## config.mk

```make
export PLATFORM = sky130hd
export DESIGN_NAME = sync_fifo
export DESIGN_NICKNAME = d
export VERILOG_FILES = /design/src/rtl/fifo_pkg.sv /design/src/rtl/fifo_mem.sv /design/src/rtl/sync_fifo.sv
export SDC_FILE = /design/constraint.sdc
export NUM_CORES = 1
export LEC_CHECK = 0
export CAP_MARGIN = 20
export CORE_ASPECT_RATIO = 0.5
export CORE_MARGIN = 2
export CORE_UTILIZATION = 45
export CTS_BUF_LIST = sky130_fd_sc_hd__clkbuf_8
export DETAILED_ROUTE_END_ITERATION = 10
export PLACE_DENSITY = 0.6
export SLEW_MARGIN = 10
export SYNTH_ARGS = -nofsm -noshare
export SYNTH_HDL_FRONTEND = slang
export SYNTH_SLANG_ARGS = --single-unit
```

## constraint.sdc

```tcl
create_clock -name clk -period 6.58 [get_ports clk]
set_input_delay 1.974 -clock clk [delete_from_list [all_inputs] [get_ports clk]]
set_output_delay 1.974 -clock clk [all_outputs]
set_load 0.005 [all_outputs]
```

## src/rtl/fifo_pkg.sv

```systemverilog
// Shared constants, payload type and sizing helper for the synchronous FIFO.
package fifo_pkg;
    localparam int unsigned DATA_WIDTH_DEF = 8;
    localparam int unsigned DEPTH_DEF      = 16;
    localparam int unsigned AFULL_LVL_DEF  = 12;
    localparam int unsigned AEMPTY_LVL_DEF = 4;

    typedef logic [DATA_WIDTH_DEF-1:0] data_t;

    // Pointer width for a power-of-two depth; never narrower than one bit.
    function automatic int unsigned ptr_w(input int unsigned depth);
        return (depth > 1) ? $clog2(depth) : 1;
    endfunction
endpackage

```

## src/rtl/fifo_mem.sv

```systemverilog
// Simple dual-port register array: one write port, one synchronous read port.
module fifo_mem #(
    parameter int unsigned DATA_WIDTH = 8,
    parameter int unsigned DEPTH      = 16,
    parameter int unsigned ADDR_W     = 4
) (
    input  logic                  clk,
    input  logic                  rst,
    input  logic                  we,
    input  logic [ADDR_W-1:0]     waddr,
    input  logic [DATA_WIDTH-1:0] wdata,
    input  logic                  re,
    input  logic [ADDR_W-1:0]     raddr,
    output logic [DATA_WIDTH-1:0] rdata
);
    logic [DATA_WIDTH-1:0] mem [DEPTH];

    // Storage is deliberately not reset so a RAM macro can replace it.
    always_ff @(posedge clk) begin
        if (we) begin
            mem[waddr] <= wdata;
        end
    end

    // Same-address write in this cycle is not visible: old contents are read.
    always_ff @(posedge clk or negedge rst) begin
        if (!rst) begin
            rdata <= '0;
        end else if (re) begin
            rdata <= mem[raddr];
        end
    end
endmodule

```

## src/rtl/sync_fifo.sv

```systemverilog
// Single-clock FIFO: pointer/count control, status flags and error pulse
// around a fifo_mem storage array.
module sync_fifo
    import fifo_pkg::*;
#(
    parameter int unsigned DATA_WIDTH = DATA_WIDTH_DEF,
    parameter int unsigned DEPTH      = DEPTH_DEF,
    parameter int unsigned AFULL_LVL  = AFULL_LVL_DEF,
    parameter int unsigned AEMPTY_LVL = AEMPTY_LVL_DEF
) (
    input  logic                  clk,
    input  logic                  rst,
    input  logic                  write_en,
    input  logic [DATA_WIDTH-1:0] wdata,
    input  logic                  read_en,
    output logic [DATA_WIDTH-1:0] rdata,
    output logic                  empty,
    output logic                  full,
    output logic                  amst_empty,
    output logic                  amst_full,
    output logic                  error
);
    localparam int unsigned PTR_W = ptr_w(DEPTH);
    localparam int unsigned CNT_W = PTR_W + 1;

    logic [PTR_W-1:0] wr_ptr;
    logic [PTR_W-1:0] rd_ptr;
    logic [CNT_W-1:0] count;

    logic wr_acc_c;
    logic rd_acc_c;
    logic ovf_c;
    logic udf_c;

    // Accept/reject decisions; a full FIFO still takes a write alongside a read.
    always_comb begin
        wr_acc_c = 1'b0;
        rd_acc_c = 1'b0;
        ovf_c    = 1'b0;
        udf_c    = 1'b0;
        wr_acc_c = write_en && (!full || read_en);
        rd_acc_c = read_en && !empty;
        ovf_c    = write_en && full && !read_en;
        udf_c    = read_en && empty;
    end

    always_ff @(posedge clk or negedge rst) begin
        if (!rst) begin
            wr_ptr <= '0;
            rd_ptr <= '0;
            count  <= '0;
            error  <= 1'b0;
        end else begin
            error <= ovf_c || udf_c;
            if (wr_acc_c) begin
                wr_ptr <= wr_ptr + PTR_W'(1);
            end
            if (rd_acc_c) begin
                rd_ptr <= rd_ptr + PTR_W'(1);
            end
            case ({wr_acc_c, rd_acc_c})
                2'b10:   count <= count + CNT_W'(1);
                2'b01:   count <= count - CNT_W'(1);
                default: count <= count;
            endcase
        end
    end

    // Status flags decode only the registered count.
    assign empty      = (count == '0);
    assign full       = (count == CNT_W'(DEPTH));
    assign amst_empty = (count <= CNT_W'(AEMPTY_LVL));
    assign amst_full  = (count >= CNT_W'(AFULL_LVL));

    fifo_mem #(
        .DATA_WIDTH (DATA_WIDTH),
        .DEPTH      (DEPTH),
        .ADDR_W     (PTR_W)
    ) u_mem (
        .clk   (clk),
        .rst   (rst),
        .we    (wr_acc_c),
        .waddr (wr_ptr),
        .wdata (wdata),
        .re    (rd_acc_c),
        .raddr (rd_ptr),
        .rdata (rdata)
    );

`ifndef SYNTHESIS
    a_not_full_and_empty : assert property (@(posedge clk) disable iff (!rst)
        !(full && empty));
    a_count_range : assert property (@(posedge clk) disable iff (!rst)
        count <= CNT_W'(DEPTH));
    a_ctrl_known : assert property (@(posedge clk) disable iff (!rst)
        !$isunknown({write_en, read_en}));
    a_error_pulse : assert property (@(posedge clk) disable iff (!rst)
        (error && $past(error)) |-> $past(ovf_c || udf_c));
`endif
endmodule

```

==> results.py <==
metrics = {
    "synthesis": {
        "ys_types": 34,
        "yosys.area.top_type_share_pct": 63.7,
        "async_flop_share_pct": 14.7,
        "synth-edff-count": 128,
        "netlist_instances": 318,
        "yosys_warnings": 0,
        "synth_commonest_cells": "edfxtp_1, mux4_2, dfrtp_1",
        "syn_nets": 338,
        "synth.avg_cell_area_um2": 19.0,
        "synth_flop_cell": "edfxtp_1",
        "yosysSeqAreaShare_pct": 72.9,
        "ys_top_cells_by_area": "edfxtp_1, mux4_2, dfrtp_1",
        "yosysMostFrequentCell": "edfxtp_1",
        "yosysTopAreaCell": "edfxtp_1",
        "syn-cell-area_mm2": 0.00603,
        "ys_ff_latch": 150,
    },
    "cells_and_area": {
        "fillers": 987,
        "drive_gt1_share_pct": 21.5,
        "final_nets": 370,
        "diodes": 0,
        "areaGrowthSynthToFinish_pct": 14.0,
    },
    "worst_setup_path": {
        "arrival_ns": 2.14,
        "r2r_cells": 10,
        "path_max_fanout": 8,
        "ff2ff_setup_slack_ns": 3.34,
        "r2r-start": "count[1]",
        "end_kind": "primary output",
        "critical_path_class": "reg2out",
        "r2r-end": "count[4]",
        "required_ns": 4.61,
        "critPathLaunchType": "register",
    },
    "clock_tree": {
        "clkTransAtPathRegs_ns": 0.09,
        "clockRootBuffer": "clkbuf_8",
        "cts_tree": "built",
        "clock_sinks": 150,
        "clock_latency_ns": 0.44,
        "cts_buffer_depth": 2,
        "cts-hold-fix-buffers": 0,
        "cts_setup_buffers": 0,
        "cts_buffers": 17,
        "post_cts_resized": 0,
        "cts_max_level": 4,
    },
    "place": {
        "hpwlAfterDp_um": 7470,
        "place.gp.congestion": 0.744,
        "portBuffers": 24,
        "place_ws_ns": 2.01,
    },
    "sta": {
        "hold_violations": 0,
        "finalSetupTns_ns": 0,
        "setup_viol": 0,
        "whs_ns": 0.512,
        "setup_ws_ns": 2.46,
        "fin_crit_sh_pct": 62.6,
        "fin_skew_ns": 0.00658,
        "worst_slew_pin_slew_ns": 0.875,
        "rsz0062_at_grt": "false",
        "slew_violations": 0,
        "fin_crit_ns": 4.12,
        "slew_headroom_pct": 41.4,
        "max_freq_mhz": 243,
    },
    "run": {
        "cap_violations": 0,
    },
    "global_route": {
        "grt_pass1_wl_um": 18300,
        "grt_max_degree": 35,
        "antenna_found_initial": 0,
        "grt_remaining_overflow": 0,
        "grt_usage_pct": 17.8,
        "grt_pass1_vias": 3082,
    },
    "min_path": {
        "hold_start": "u_mem.rdata[5]",
        "min_to": "u_mem.rdata[5]",
        "holdPathStages": 2,
        "hold_class": "reg2reg",
    },
    "pwr": {
        "ir_worst_vdd_mv": 0.190,
        "power_density_mw_per_mm2": 419,
        "p_leak_uw": 0.00234,
    },
    "floorplanning": {
        "start_util_pct": 46.8,
        "die_x_um": 168,
        "die_h_um": 85.9,
        "ios": 25,
        "fp.coreArea_mm2": 0.0129,
        "fp-row-count": 29,
        "die_area_mm2": 0.0144,
    },
    "routing": {
        "final_antenna_net_count": 0,
        "viasPerCell": 5.58,
        "first_pass_iters": 4,
        "wire_per_inst_um": 21.8,
        "drcViolationCount": 0,
        "routed_wl_um": 11600,
        "vias": 2973,
        "drt_iter0_drc": 228,
    },
    "outcome": {
        "status": "completed",
    },
}
power by group:
| part | internal (uW) | switching [uW] |
|---|---|---|
| clock | 386 | 371 |
| sequential | 1180 | 98.5 |
| combinational | 406 | 436 |
cell usage in the layout, fill, tap and decap left out, types with 2 or more instances in the layout:
cell             Yosys  routed
and3b_1              2       2
o21ai_0              3       3
bufinv_16            0       3
mux4_2              32      32
nand2b_1             3       3
nand2_1             21      21
ha_1                 8       8
xnor2_1              8       8
clkbuf_8             0      17
mux2i_1             16      16
edfxtp_1           128     128
inv_6                0       6
dfrtp_1             22      21
a21oi_1              4       4
clkdlybuf4s50_1      0      24
nor2_1              15      15
buf_4                1       4
xor2_1               5       5
clkinv_4             0       3
inv_1                6       6
o221ai_1             8       8
nor3_1               6       5
routing by layer:
| layer | global-route usage [%] | routed length (um) |
|---|---|---|
| met5 | 0 | 0 |
| met3 | 5.31 | 786 |
| met4 | 6.32 | 142 |
| met2 | 26.9 | 5380 |
| met1 | 25.2 | 5320 |
state kept, by name, indices dropped and copies added (netlist names):
name,count
count,5
error,1
rd_ptr,4
u_mem.mem,128
u_mem.rdata,8
wr_ptr,4
critical path, cell delays in order, from the launching register on:
cell	delay [ns]
dfrtp_1	0.47
or4_4	0.61
nor2_1	0.11
clkdlybuf4s50_1	0.51
kinds of logic after synthesis:
kind of cell,Yosys count,synth area share [%]
and+or+nand+nor,53,4.25
buffers and inverters,24,1.99
adders and majority gates,8,1.66
DFF,150,72.9
xor gates and xnor gates,13,1.89
muxes,49,14.8
AOI/OAI and AO/OA,21,2.55
cell type report:
class / instances / area (um2) / share of cell area (%)
Sequential cell: 150 / 4400 / 63.9
Multi-Input combinational cell: 144 / 1520 / 22.1
Timing Repair Buffer: 31 / 295 / 4.30
Clock buffer: 17 / 234 / 3.40
Tap cell: 170 / 213 / 3.09
Clock inverter: 15 / 193 / 2.80
Inverter: 6 / 22.5 / 0.328
stage by stage:
| step | instance area [um2] | util [%] | instances | total power [uW] |
|---|---|---|---|---|
| after global placement | 6420 | 49.8 | 498 | 2130 |
| final | 6870 | 53.4 | 533 | 2880 |
| after detailed placement | 6420 | 49.8 | 498 | 2150 |
| after global routing | 6870 | 53.4 | 533 | 3030 |
| after floorplan | 6030 | - | 318 | 1880 |
| after CTS | 6840 | 53.1 | 530 | 2910 |
worst max path at each step:
stage / from / to / slack, ns
CTS: count[1] / full / 2.43
global route: read_en / count[4] / 2.33
floorplan: read_en / count[4] / 2.85
finish: count[1] / full / 2.46
detailed placement: read_en / u_mem.mem[2][3] / 2.01
global placement: read_en / u_mem.mem[2][3] / 2.09
No activity file was read; power rests on OpenSTA's default activity.
==> patch 1, RTL diff (config.mk and constraints unchanged) <==
Set the package constant `DEPTH_DEF` to 32 (it was 16).
--- a/src/rtl/fifo_pkg.sv
+++ b/src/rtl/fifo_pkg.sv
@@ -1,7 +1,7 @@
 // Shared constants, payload type and sizing helper for the synchronous FIFO.
 package fifo_pkg;
     localparam int unsigned DATA_WIDTH_DEF = 8;
-    localparam int unsigned DEPTH_DEF      = 16;
+    localparam int unsigned DEPTH_DEF      = 32;
     localparam int unsigned AFULL_LVL_DEF  = 12;
     localparam int unsigned AEMPTY_LVL_DEF = 4;
 
Function: no difference found for any inputs over 4 cycles, from zero or initial values and one cycle with rst low; that may be too few to reach the edited logic, so the function may still have changed.
==> patch 1 against the unedited design <==
Die area is 85% higher; cell area is 85% higher; clock skew is 0.014 ns higher; setup slack worse by 0.25 ns; power is 77% higher; wire length is 100% higher; area after synthesis is 88% higher; sequential cell count is 131 higher.
==> patch 1: results (changes against the unedited design) <==
metric,value,unit,change
Iteration-0 DRC Markers,493,,+120%
largest stage delay on the critical path,0.57,ns,-0.04 ns
met1 usage,27.0,%,+1.8 points
syn_nets,656,,+94%
worst reg-to-reg setup slack,3.38,ns,+0.04 ns
GRT Overall Usage,18.1,%,+0.22 points
Worst VDD drop,0.184,mV,-3.0%
vias per cell,5.43,,-2.6%
WL final,23.3,mm,+100%
DR WL/cell,22.2,microns,+1.7%
ys async rst share,8.90,%,-5.8 points
met3 Use GR,4.54,%,-0.77 points
vias in the first global route,5671,,+84%
Worst-path clk slew,0.07,ns,-0.02 ns
FF-to-FF path depth,11,,+1
Max-slew headroom,31.5,%,-9.9 points
Post-synth EDFFs,256,,+100%
placed cell area,11900,sq um,+86%
DP HPWL,13.6,mm,+82%
final net count,694,,+88%
placed cell count,975,,+96%
"Avg Cell Area, Syn",17.8,sq um,-5.9%
routability cong.,0.742,,-0.30%
clock latency on the worst-skew pair,0.55,ns,+0.11 ns
sequential share of the synthesized area,73.3,%,+0.40 points
leak pwr,4.29,nW,+83%
Num CTS Buffers,41,,+24
H-tree levels,2,,-2
status,finished clean,,
Largest regs,"u_mem.mem x256, u_mem.rdata x8, count x6",,
CTS Buffer Depth,3,,+1
layout cell share with drive strength beyond 1,17.5,%,-4.0 points
Hold Crit Depth,1,,-1
critical path peak fanout,10,,+2
"top cells by count, synth","edfxtp_1, mux2i_1, nor2_1, mux4_2, dfrtp_1",,
Post-Route M1 WL,11.5,mm,+120%
clock skew,0.0207,ns,+0.0141 ns
reg2reg start,count[2],,
met2 usage,26.5,%,-0.31 points
post-synth cell types,43,,+26%
"top cells by area, synth","edfxtp_1, mux4_2, mux2i_1, dfrtp_1, nor2_1",,
-- patch 1: cell count changes in the layout (fill, tap and decap cells not counted), sizes merged, moves of 8 or more --
| cell | change |
|---|---|
| edfxtp | +128 |
| nor4 | +10 |
| mux2i | +49 |
| nor2 | +39 |
| inv | +11 |
| o211a | +8 |
| mux2 | +8 |
| o211ai | +15 |
| o221ai | -8 |
| nand2 | -9 |
| clkbuf | +27 |
| o22ai | +17 |
-- patch 1: where the power goes --
part / switching, mW / leakage [nW] / total, mW / internal (mW)
registers: 0.233 / 2.60 / 2.36 / 2.13
logic: 0.730 / 1.23 / 1.37 / 0.640
clock network: 0.650 / 0.465 / 1.36 / 0.708
total: 1.61 / 4.29 / 5.09 / 3.47
-- patch 1: stage by stage --
stage	worst slack (ns)	utilization (%)	hold slack, ns
6_report	2.22	50.8	0.544
5_1_grt	2.09	50.8	0.567
4_1_cts	2.19	50.8	0.551
3_5_place_dp	1.91	47.7	0.537
3_3_place_gp	1.93	47.7	0.533
2_1_floorplan	2.51	-	0.518
-- patch 1: cells by family after synthesis --
family,count (synthesis),share of synthesized area (%)
AO/OA/AOI/OAI,73,5.12
XOR/XNOR,14,1.08
adder cells (fa/ha/maj),8,0.882
buffers and inverters,47,2.01
flip-flops,281,73.3
multiplexers,106,13.0
AND/OR/NAND/NOR,107,4.68
-- patch 1: cell type report --
type,instances,area [sq um]
fillers,2006,12300
well taps,344,430
multi-input cells,308,2810
flip-flops and latches,281,8320
inverters,6,22.5
clock inverters,28,173
clock buffers,45,619
repair buffers,36,325
-- patch 1: worst max path at each step --
stage / start / to
detailed placement: read_en / count[4]
finish: count[2] / empty
floorplan: read_en / count[4]
CTS: count[2] / empty
global route: count[3] / empty
global placement: read_en / count[4]
==> patch 2, RTL diff (same flow settings) <==
Made on the original files. Reset style: synchronous (`rst`), changed in 2 clocked blocks.
--- a/src/rtl/fifo_mem.sv
+++ b/src/rtl/fifo_mem.sv
@@ -23,7 +23,7 @@
     end
 
     // Same-address write in this cycle is not visible: old contents are read.
-    always_ff @(posedge clk or negedge rst) begin
+    always_ff @(posedge clk) begin
         if (!rst) begin
             rdata <= '0;
         end else if (re) begin
--- a/src/rtl/sync_fifo.sv
+++ b/src/rtl/sync_fifo.sv
@@ -44,7 +44,7 @@
         udf_c    = read_en && empty;
     end
 
-    always_ff @(posedge clk or negedge rst) begin
+    always_ff @(posedge clk) begin
         if (!rst) begin
             wr_ptr <= '0;
             rd_ptr <= '0;
Check against the original RTL: differs if rst is asserted again (counterexample within 4 cycles, from zero or initial values and one cycle with rst low); with rst held inactive, the same outputs for 10 cycles.
==> patch 2 against the unedited design <==
Sequential cell count is the same; cell area is 0.18% higher; area after synthesis rose by 1.5%; setup slack got worse by 0.17 ns; wire length rose by 9.7%; register-to-register slack gained 0.06 ns; fmax decreased by 4.0%; power fell by 18%; largest power group unchanged; highest routed layer unchanged.
==> patch 2: results (changes against the unedited design) <==
metric,value,unit,change
status,finished clean,,
Synth Area in Adders,1.63,%,-0.025 points
slowest CP cell,clkdlybuf4s50_1,,
largest net degree at the start of global routing,44,,+26%
worst reg-to-reg setup slack,3.40,ns,+0.06 ns
DR WL/cell,21.7,microns,-0.53%
sequential share of power,48.7,%,+4.2 points
Worst Path Arrival,4.66,ns,+2.52 ns
Fin Hold WS,0.540,ns,+0.0278 ns
vias in the first global route,3336,,+8.2%
layout cell share with drive strength beyond 1,19.4,%,-2.1 points
syn_nets,393,,+16%
Iteration-0 DRC Markers,390,,+71%
non-clk buf share,4.07,%,-0.23 points
ys async rst share,0,%,-15 points
"top cells by area, synth","edfxtp_1, mux4_2, dfxtp_1, mux2i_1, nor2_1",,
FF+latch area,4290,sq um,-2.5%
first-pass GRT wire length,19.8,mm,+8.5%
clk cell area share,5.65,%,-0.56 points
routability cong.,0.883,,+19%
post-synthesis cell area,6120,sq um,+1.5%
largest stage delay on the critical path,0.70,ns,+0.09 ns
leak pwr,2.20,nW,-6.3%
multiplexer share of the synthesized area,11.9,%,-2.9 points
reg2reg start,count[0],,
[patch 2: cell types whose count changed in the layout (fill, tap and decap cells not counted), moves of 8 or more]
cell      before  now
a31oi_1        0   10
dfrtp_1       21    0
dfxtp_1        0   20
mux4_2        32   24
nor2_1        15   31
o221ai_1       8    0
o22ai_1        0    9
[patch 2: cells by family (layout without fill, tap and decap cells)]
family	after synthesis	count (layout)
DFF	150	150
and+or+nand+nor	81	81
buffers and inverters	30	69
xor gates and xnor gates	9	9
muxes	43	43
adders and majority gates	8	8
AOI/OAI and AO/OA	52	52
[patch 2: per-layer routing]
layer / GRT usage [%] / vias up / share of wire, % / wire length, microns
li1: - / 1494 / - / -
met1: 28.3 / 1674 / 49 / 6220
met2: 27.4 / 116 / 44 / 5570
met3: 4.84 / 11 / 6.6 / 839
met4: 6.14 / 0 / 1.1 / 137
met5: 0 / - / 0 / 0
